### config.mk
export PLATFORM = sky130hd
export DESIGN_NAME = load_store_unit_flat
export DESIGN_NICKNAME = d
export VERILOG_FILES = /design/src/rtl/load_store_unit_if.sv /design/src/rtl/load_store_unit.sv /design/src/flat_wrapper.sv
export SDC_FILE = /design/constraint.sdc
export NUM_CORES = 1
export LEC_CHECK = 0
export ABC_CLOCK_PERIOD_IN_PS = 1530
export CAP_MARGIN = 20
export CORE_ASPECT_RATIO = 1.25
export CORE_MARGIN = 1
export CORE_UTILIZATION = 25
export CTS_BUF_LIST = sky130_fd_sc_hd__clkbuf_2
export DETAILED_ROUTE_END_ITERATION = 12
export DONT_BUFFER_PORTS = 1
export PLACE_DENSITY = 0.46
export SYNTH_ARGS = -nofsm -noshare
export SYNTH_HDL_FRONTEND = slang
export SYNTH_SLANG_ARGS = --single-unit
### constraint.sdc
create_clock -name clk -period 1.53 [get_ports clk]
set_input_delay 0.306 -clock clk [delete_from_list [all_inputs] [get_ports clk]]
set_output_delay 0.306 -clock clk [all_outputs]
set_load 0.01 [all_outputs]
### src/rtl/load_store_unit_if.sv
// Request, memory and load-return signals of the load/store unit.
// master = datapath/memory side, slave = load_store_unit.
interface load_store_unit_if;
  logic        start;
  logic        we;
  logic [1:0]  size;
  logic [31:0] addr;
  logic [31:0] wdata;
  logic        busy;
  logic        mem_req;
  logic        mem_we;
  logic [31:0] mem_addr;
  logic [3:0]  mem_be;
  logic [31:0] mem_wdata;
  logic [31:0] mem_rdata;
  logic        mem_ack;
  logic [31:0] ld_data;
  logic [1:0]  ld_sel;
  logic        done;
  logic        err;

  modport master (
    output start, we, size, addr, wdata, mem_rdata, mem_ack,
    input  busy, mem_req, mem_we, mem_addr, mem_be, mem_wdata, ld_data, ld_sel, done, err
  );

  modport slave (
    input  start, we, size, addr, wdata, mem_rdata, mem_ack,
    output busy, mem_req, mem_we, mem_addr, mem_be, mem_wdata, ld_data, ld_sel, done, err
  );
endinterface

### src/rtl/load_store_unit.sv
// Single-request load/store unit: word-aligned memory access with byte enables and ack timeout.
// Optional LSU_MISALIGN_TRAP_EN: misaligned half/word requests complete with err and no memory access.
//
// state | meaning
// IDLE  | waiting for start
// ISSUE | mem_req high, waiting for mem_ack or timeout
// DONE  | done pulse (a trapped request spends one extra quiet cycle here first)
module load_store_unit #(
  parameter int TIMEOUT = 15
) (
  input logic             clk,
  input logic             rst_n,
  load_store_unit_if.slave bus
);
  localparam int CW = $clog2(TIMEOUT + 1);

  typedef enum logic [1:0] {IDLE, ISSUE, DONE} state_t;

  state_t        state;
  logic [CW-1:0] wait_cnt;
  logic [1:0]    req_size;
  logic [1:0]    req_off;
  logic          req_we;
  logic          trap_pend;

  logic [3:0]    be_next;
  logic [31:0]   wdata_next;
  logic [1:0]    off_next;
  logic          trap;
  logic [31:0]   rshift;
  logic [31:0]   ld_next;

  always_comb begin
    be_next    = 4'b1111;
    wdata_next = bus.wdata;
    off_next   = 2'b00;
    trap       = 1'b0;
    case (bus.size)
      2'b01: begin
        be_next    = 4'b0001 << bus.addr[1:0];
        wdata_next = {4{bus.wdata[7:0]}};
        off_next   = bus.addr[1:0];
      end
      2'b10: begin
        be_next    = bus.addr[1] ? 4'b1100 : 4'b0011;
        wdata_next = {2{bus.wdata[15:0]}};
        off_next   = {bus.addr[1], 1'b0};
      end
      default: ;
    endcase
`ifdef LSU_MISALIGN_TRAP_EN
    trap = ((bus.size == 2'b10) && bus.addr[0]) ||
           ((bus.size[0] == bus.size[1]) && (bus.addr[1:0] != 2'b00));
`else
    trap = 1'b0;
`endif
  end

  always_comb begin
    rshift = bus.mem_rdata >> {req_off, 3'b000};
    case (req_size)
      2'b01:   ld_next = {24'h0, rshift[7:0]};
      2'b10:   ld_next = {16'h0, rshift[15:0]};
      default: ld_next = rshift;
    endcase
  end

  always_ff @(posedge clk or negedge rst_n) begin
    if (!rst_n) begin
      state         <= IDLE;
      wait_cnt      <= '0;
      req_size      <= 2'b00;
      req_off       <= 2'b00;
      req_we        <= 1'b0;
      trap_pend     <= 1'b0;
      bus.busy      <= 1'b0;
      bus.mem_req   <= 1'b0;
      bus.mem_we    <= 1'b0;
      bus.mem_addr  <= '0;
      bus.mem_be    <= '0;
      bus.mem_wdata <= '0;
      bus.ld_data   <= '0;
      bus.ld_sel    <= 2'b00;
      bus.done      <= 1'b0;
      bus.err       <= 1'b0;
    end else begin
      bus.done <= 1'b0;
      case (state)
        IDLE: begin
          if (bus.start) begin
            req_size      <= bus.size;
            req_off       <= off_next;
            req_we        <= bus.we;
            bus.mem_addr  <= {bus.addr[31:2], 2'b00};
            bus.mem_be    <= be_next;
            bus.mem_wdata <= wdata_next;
            bus.busy      <= 1'b1;
            if (trap) begin
              state     <= DONE;
              trap_pend <= 1'b1;
            end else begin
              state       <= ISSUE;
              bus.mem_req <= 1'b1;
              bus.mem_we  <= bus.we;
            end
          end
        end
        ISSUE: begin
          // ack takes priority over a timeout landing on the same edge
          if (bus.mem_ack) begin
            state       <= DONE;
            bus.mem_req <= 1'b0;
            bus.mem_we  <= 1'b0;
            bus.done    <= 1'b1;
            bus.err     <= 1'b0;
            if (!req_we) begin
              bus.ld_data <= ld_next;
              bus.ld_sel  <= req_size;
            end
          end else if (wait_cnt == CW'(TIMEOUT - 1)) begin
            state       <= DONE;
            bus.mem_req <= 1'b0;
            bus.mem_we  <= 1'b0;
            bus.done    <= 1'b1;
            bus.err     <= 1'b1;
          end else begin
            wait_cnt <= wait_cnt + CW'(1);
          end
        end
        DONE: begin
          if (trap_pend) begin
            trap_pend <= 1'b0;
            bus.done  <= 1'b1;
            bus.err   <= 1'b1;
          end else begin
            state    <= IDLE;
            wait_cnt <= '0;
            bus.busy <= 1'b0;
            bus.err  <= 1'b0;
          end
        end
        default: state <= IDLE;
      endcase
    end
  end
endmodule

### src/flat_wrapper.sv
// flat-port wrapper written by rule: the top's interface ports become plain ports
module load_store_unit_flat 
#(
  parameter int TIMEOUT = 15
)
  (clk, rst_n, bus_start, bus_we, bus_size, bus_addr, bus_wdata, bus_mem_rdata, bus_mem_ack, bus_busy, bus_mem_req, bus_mem_we, bus_mem_addr, bus_mem_be, bus_mem_wdata, bus_ld_data, bus_ld_sel, bus_done, bus_err);
  load_store_unit_if bus_i ();
  input logic clk;
  input logic rst_n;
  input wire logic [$bits(bus_i.start)-1:0] bus_start;
  input wire logic [$bits(bus_i.we)-1:0] bus_we;
  input wire logic [$bits(bus_i.size)-1:0] bus_size;
  input wire logic [$bits(bus_i.addr)-1:0] bus_addr;
  input wire logic [$bits(bus_i.wdata)-1:0] bus_wdata;
  input wire logic [$bits(bus_i.mem_rdata)-1:0] bus_mem_rdata;
  input wire logic [$bits(bus_i.mem_ack)-1:0] bus_mem_ack;
  output wire logic [$bits(bus_i.busy)-1:0] bus_busy;
  output wire logic [$bits(bus_i.mem_req)-1:0] bus_mem_req;
  output wire logic [$bits(bus_i.mem_we)-1:0] bus_mem_we;
  output wire logic [$bits(bus_i.mem_addr)-1:0] bus_mem_addr;
  output wire logic [$bits(bus_i.mem_be)-1:0] bus_mem_be;
  output wire logic [$bits(bus_i.mem_wdata)-1:0] bus_mem_wdata;
  output wire logic [$bits(bus_i.ld_data)-1:0] bus_ld_data;
  output wire logic [$bits(bus_i.ld_sel)-1:0] bus_ld_sel;
  output wire logic [$bits(bus_i.done)-1:0] bus_done;
  output wire logic [$bits(bus_i.err)-1:0] bus_err;
  assign bus_i.start = bus_start;
  assign bus_i.we = bus_we;
  assign bus_i.size = bus_size;
  assign bus_i.addr = bus_addr;
  assign bus_i.wdata = bus_wdata;
  assign bus_i.mem_rdata = bus_mem_rdata;
  assign bus_i.mem_ack = bus_mem_ack;
  assign bus_busy = bus_i.busy;
  assign bus_mem_req = bus_i.mem_req;
  assign bus_mem_we = bus_i.mem_we;
  assign bus_mem_addr = bus_i.mem_addr;
  assign bus_mem_be = bus_i.mem_be;
  assign bus_mem_wdata = bus_i.mem_wdata;
  assign bus_ld_data = bus_i.ld_data;
  assign bus_ld_sel = bus_i.ld_sel;
  assign bus_done = bus_i.done;
  assign bus_err = bus_i.err;
  load_store_unit #(.TIMEOUT(TIMEOUT)) u_core (.clk(clk), .rst_n(rst_n), .bus(bus_i));
endmodule
==> impl_results.md, run 1 <==
* WL met3 at 1046 um
* Sw frac at 0.4154
* Buffers on Ports at 0
* DR vias at 4,404
* CP Capture Type: flop
* First-pass GRT wire length at 24,450 um
* Post-detailed-routing wire length at 16,710 um
* Routed wl met2 at 8810 um
* Row count at 59
* Crit Reg-Reg Endpoint: u_core.bus.ld_data[26]$_DFFE_PN0P_
* CP arrival at 2.17 ns
* Reg2reg path depth at 7
* Finish-stage setup viols at 14
* Core area at 20,820 sq um
* Routability Congestion at 0.7982
* R2R Path Start: u_core.state[1]$_DFFE_PN0P_
* Setup CP Type: reg -> reg
* Clock Tree Buf Depth at 2
* Async S/R FF share, synth at 1.000
* Slew @ Worst Pin at 0.5496 ns
* Wire per inst at 17.72 um
* Die width at 132.1 um
* Die footprint at 21,750 sq um
* Unrepaired setup endpoints after global routing: yes
* Startpoint types: flop
* CTS Buf Count at 17
* VDD IR max at 0.5833 mV
* Post-detail-place hpwl at 11,070 um
* DRT met1 WL at 6422 um
* H-tree depth at 4
* Reg power frac at 0.480
* Worst-path clk slew at 0.21 ns
* Logic pwr share at 0.372
* Cell variety after synth at 41
* Synth Instances at 517
* Power per cell area at 1752 nW/um^2
* Clock skew at 0.02678 ns
* Layout Nets at 769
* Vias in the first global route at 4,469
* Via density at 4.670
* Synth top area share at 0.5487
* Psw at 5472 uW
* Die H at 164.6 um
* R2R setup slack at -0.03 ns
* Static leakage at 0.003423 uW
* Worst Hold Class: in -> async
* Clock power frac at 0.149
* Global Route Usage Sum at 0.1465
* Post-synth EDFFs at 0
* Grt total ovfl at 0
* Uppermost routed layer: met4
* CTS Sinks at 116
* Hold Fails Final Rpt at 116
* DRC viols at 2
* Max-cap violation count at 0
* F_max at 641.3 MHz
* Required time of the critical path at 2.14 ns
* Final slew viol count at 0
* Slew Limit Headroom at 0.6336
* Yosys top cell by area: dfrtp_1
* # IOs at 210
* Clock latency on the worst-skew pair at 0.68 ns
* Initial core utilization at 0.2541
* Synth area leaders: dfrtp_1 (55%), nand2_1 (11%), mux2i_1 (6.1%), a22o_1 (3.1%), mux2_2 (2.8%)
* Seq/Total Area, Yosys at 0.5487
* Syn. warnings at 0
* Int Power at 7701 uW
* Avg Inst Size Synth at 10.23 sq um
* Status: finished, violations left
* CTS tree: yes
* Final WS setup at -0.02932 ns
* Ratio of cells with drive above 1 in the final layout at 0.2171
* Post-synthesis instance area at 5290 sq um
* Ys flop type: dfrtp_1
* Hold WS at -0.7217 ns
* Min Tclk post-route at 1.559 ns
* Final TNS setup at -0.2534 ns
* Flops & latches, synth at 116
* Area Growth Syn to Fin at 42.17%
* Failing checks: DRC, hold timing, setup timing
* CTS root buf: clkbuf_2
* DP Worst Slack at -0.2082 ns
* Largest net degree at the start of global routing at 117
* Worst-path fanout max at 8
* Routed Antenna Nets at 0
* Router iterations before antenna repair at 8
* Iter 0 DRT Violations at 152
* Period utilization at 1.019
* Antenna violations before repair at 1
state kept, by name (all words and copies together) (netlist names):
signal,cells
u_core.bus.busy,1
u_core.req_off,2
u_core.bus.err,1
u_core.bus.ld_sel,2
u_core.bus.mem_wdata,32
u_core.req_size,2
u_core.req_we,1
u_core.bus.mem_we,1
u_core.wait_cnt,4
u_core.bus.done,1
u_core.bus.ld_data,32
u_core.state,2
u_core.bus.mem_req,1
u_core.bus.mem_be,4
u_core.bus.mem_addr,30
what timing repair did:
item,4_1_cts,5_1_grt
setup buffers,2,5
pin swaps,2,17
setup endpoints to repair,171,151
cloned,0,4
endpoints found under the hold margin,231,117
hold buffers,101,1
resized for setup,45,49
placed cells by master (no fill, tap or decap), types with 3 or more instances in the layout:
cell type        n
o2bb2ai_1        7
nand3_1          4
nand2_1        151
a22o_1          19
ha_1             5
a221oi_1         8
a221o_1          8
o31ai_2          5
inv_1            5
dfrtp_1        101
buf_4           32
nor2_1          23
ha_4             6
clkbuf_16        4
a21oi_1          7
buf_6           10
o21ai_1          4
o31ai_1         10
mux2_4          11
and3_1           9
clkbuf_2        18
mux2i_1         30
dlygate4sd3_1  102
clkinvlp_4       5
inv_6            5
nor2b_1          4
o21ai_0         10
dfrtp_2         15
o21ai_2          6
buf_12           3
cells in the mapped netlist, types with 4 or more instances:
cell type and count:
nand2_1 152, dfrtp_1 116, mux2i_1 32, nor2_1 24
o21ai_0 20, a22o_1 19, clkbuf_1 18, o31ai_1 16
mux2_2 13, ha_1 11, and3_1 9, a21oi_1 8
a221o_1 8, a221oi_1 8, buf_2 8, inv_1 8
o2bb2ai_1 7, buf_4 5, nand3_1 5, nor2b_1 4
metal layers:
layer | track usage | vias to the layer above
met5 | 0 | -
met4 | 0.06501 | 0
met1 | 0.1576 | 2145
met2 | 0.2605 | 158
li1 | - | 2076
met3 | 0.05003 | 25
worst max-delay path, stage by stage (launching register included):
cell	delay, ns
dfrtp_1	0.46
inv_4	0.11
ha_4	0.15
nand3b_4	0.10
buf_6	0.14
nor4b_4	0.21
buf_6	0.17
a22o_1	0.14
layout make-up:
class                           count  area [sq um]
Inverter                            9         38.79
Tap cell                          274         342.8
Multi-Input combinational cell    359          2447
Timing Repair Buffer              152          1549
Clock inverter                     14         128.9
Antenna cell                        1         2.502
Sequential cell                   116          2922
Fill cell                        2127         13300
Clock buffer                       18         90.09
power groups by stage:
stage	Combinational [uW]	Sequential [uW]	Clock, uW
3_5_place_dp	3700	6360	0
4_1_cts	4240	6330	2080
2_1_floorplan	2700	5870	0
3_3_place_gp	3540	6360	0
6_report	4890	6320	1960
5_1_grt	5390	6500	2210
worst max-delay path by stage:
| stage | start | end |
|---|---|---|
| 2_1_floorplan | u_core.state[1]$_DFFE_PN0P_ | u_core.bus.ld_data[16]$_DFFE_PN0P_ |
| 3_3_place_gp | u_core.state[1]$_DFFE_PN0P_ | u_core.bus.ld_data[22]$_DFFE_PN0P_ |
| 3_5_place_dp | u_core.state[1]$_DFFE_PN0P_ | u_core.bus.ld_data[21]$_DFFE_PN0P_ |
| 4_1_cts | u_core.bus.mem_be[0]$_DFFE_PN0P_ | bus_mem_be[0] |
| 5_1_grt | u_core.state[1]$_DFFE_PN0P_ | u_core.bus.ld_data[26]$_DFFE_PN0P_ |
| 6_report | u_core.state[1]$_DFFE_PN0P_ | u_core.bus.ld_data[26]$_DFFE_PN0P_ |
cells by family (layout without fill, tap and decap cells):
kind of cell	Yosys count	count (layout)	synth area share
compound gates	95	95	0.1332
fa+ha+maj	11	11	0.02602
buf+inv	43	193	0.03737
flops	116	116	0.5487
mux	45	45	0.08822
other cells	1	3	0.0007089
simple gates	206	206	0.1658
stage by stage:
step	power, uW	std cells	hold WS, ns	utilization	area [sq um]
floorplan	8561	518	0.01041	-	5296
global placement	9897	798	0.01496	0.2793	5814
detailed placement	10050	798	0.01360	0.2793	5814
CTS	12660	933	-0.8343	0.3448	7177
global route	14100	943	-0.8551	0.3613	7521
finish	13170	943	-0.7217	0.3613	7521
Power figures use the tool's default switching activity.
==> inputs of run 2 (changes only) <==
Settings changed: CTS_CLUSTER_DIAMETER from default to 50.
==> results of run 2 <==
No change in the layout: final DEF, timing and power equal those of run 1.
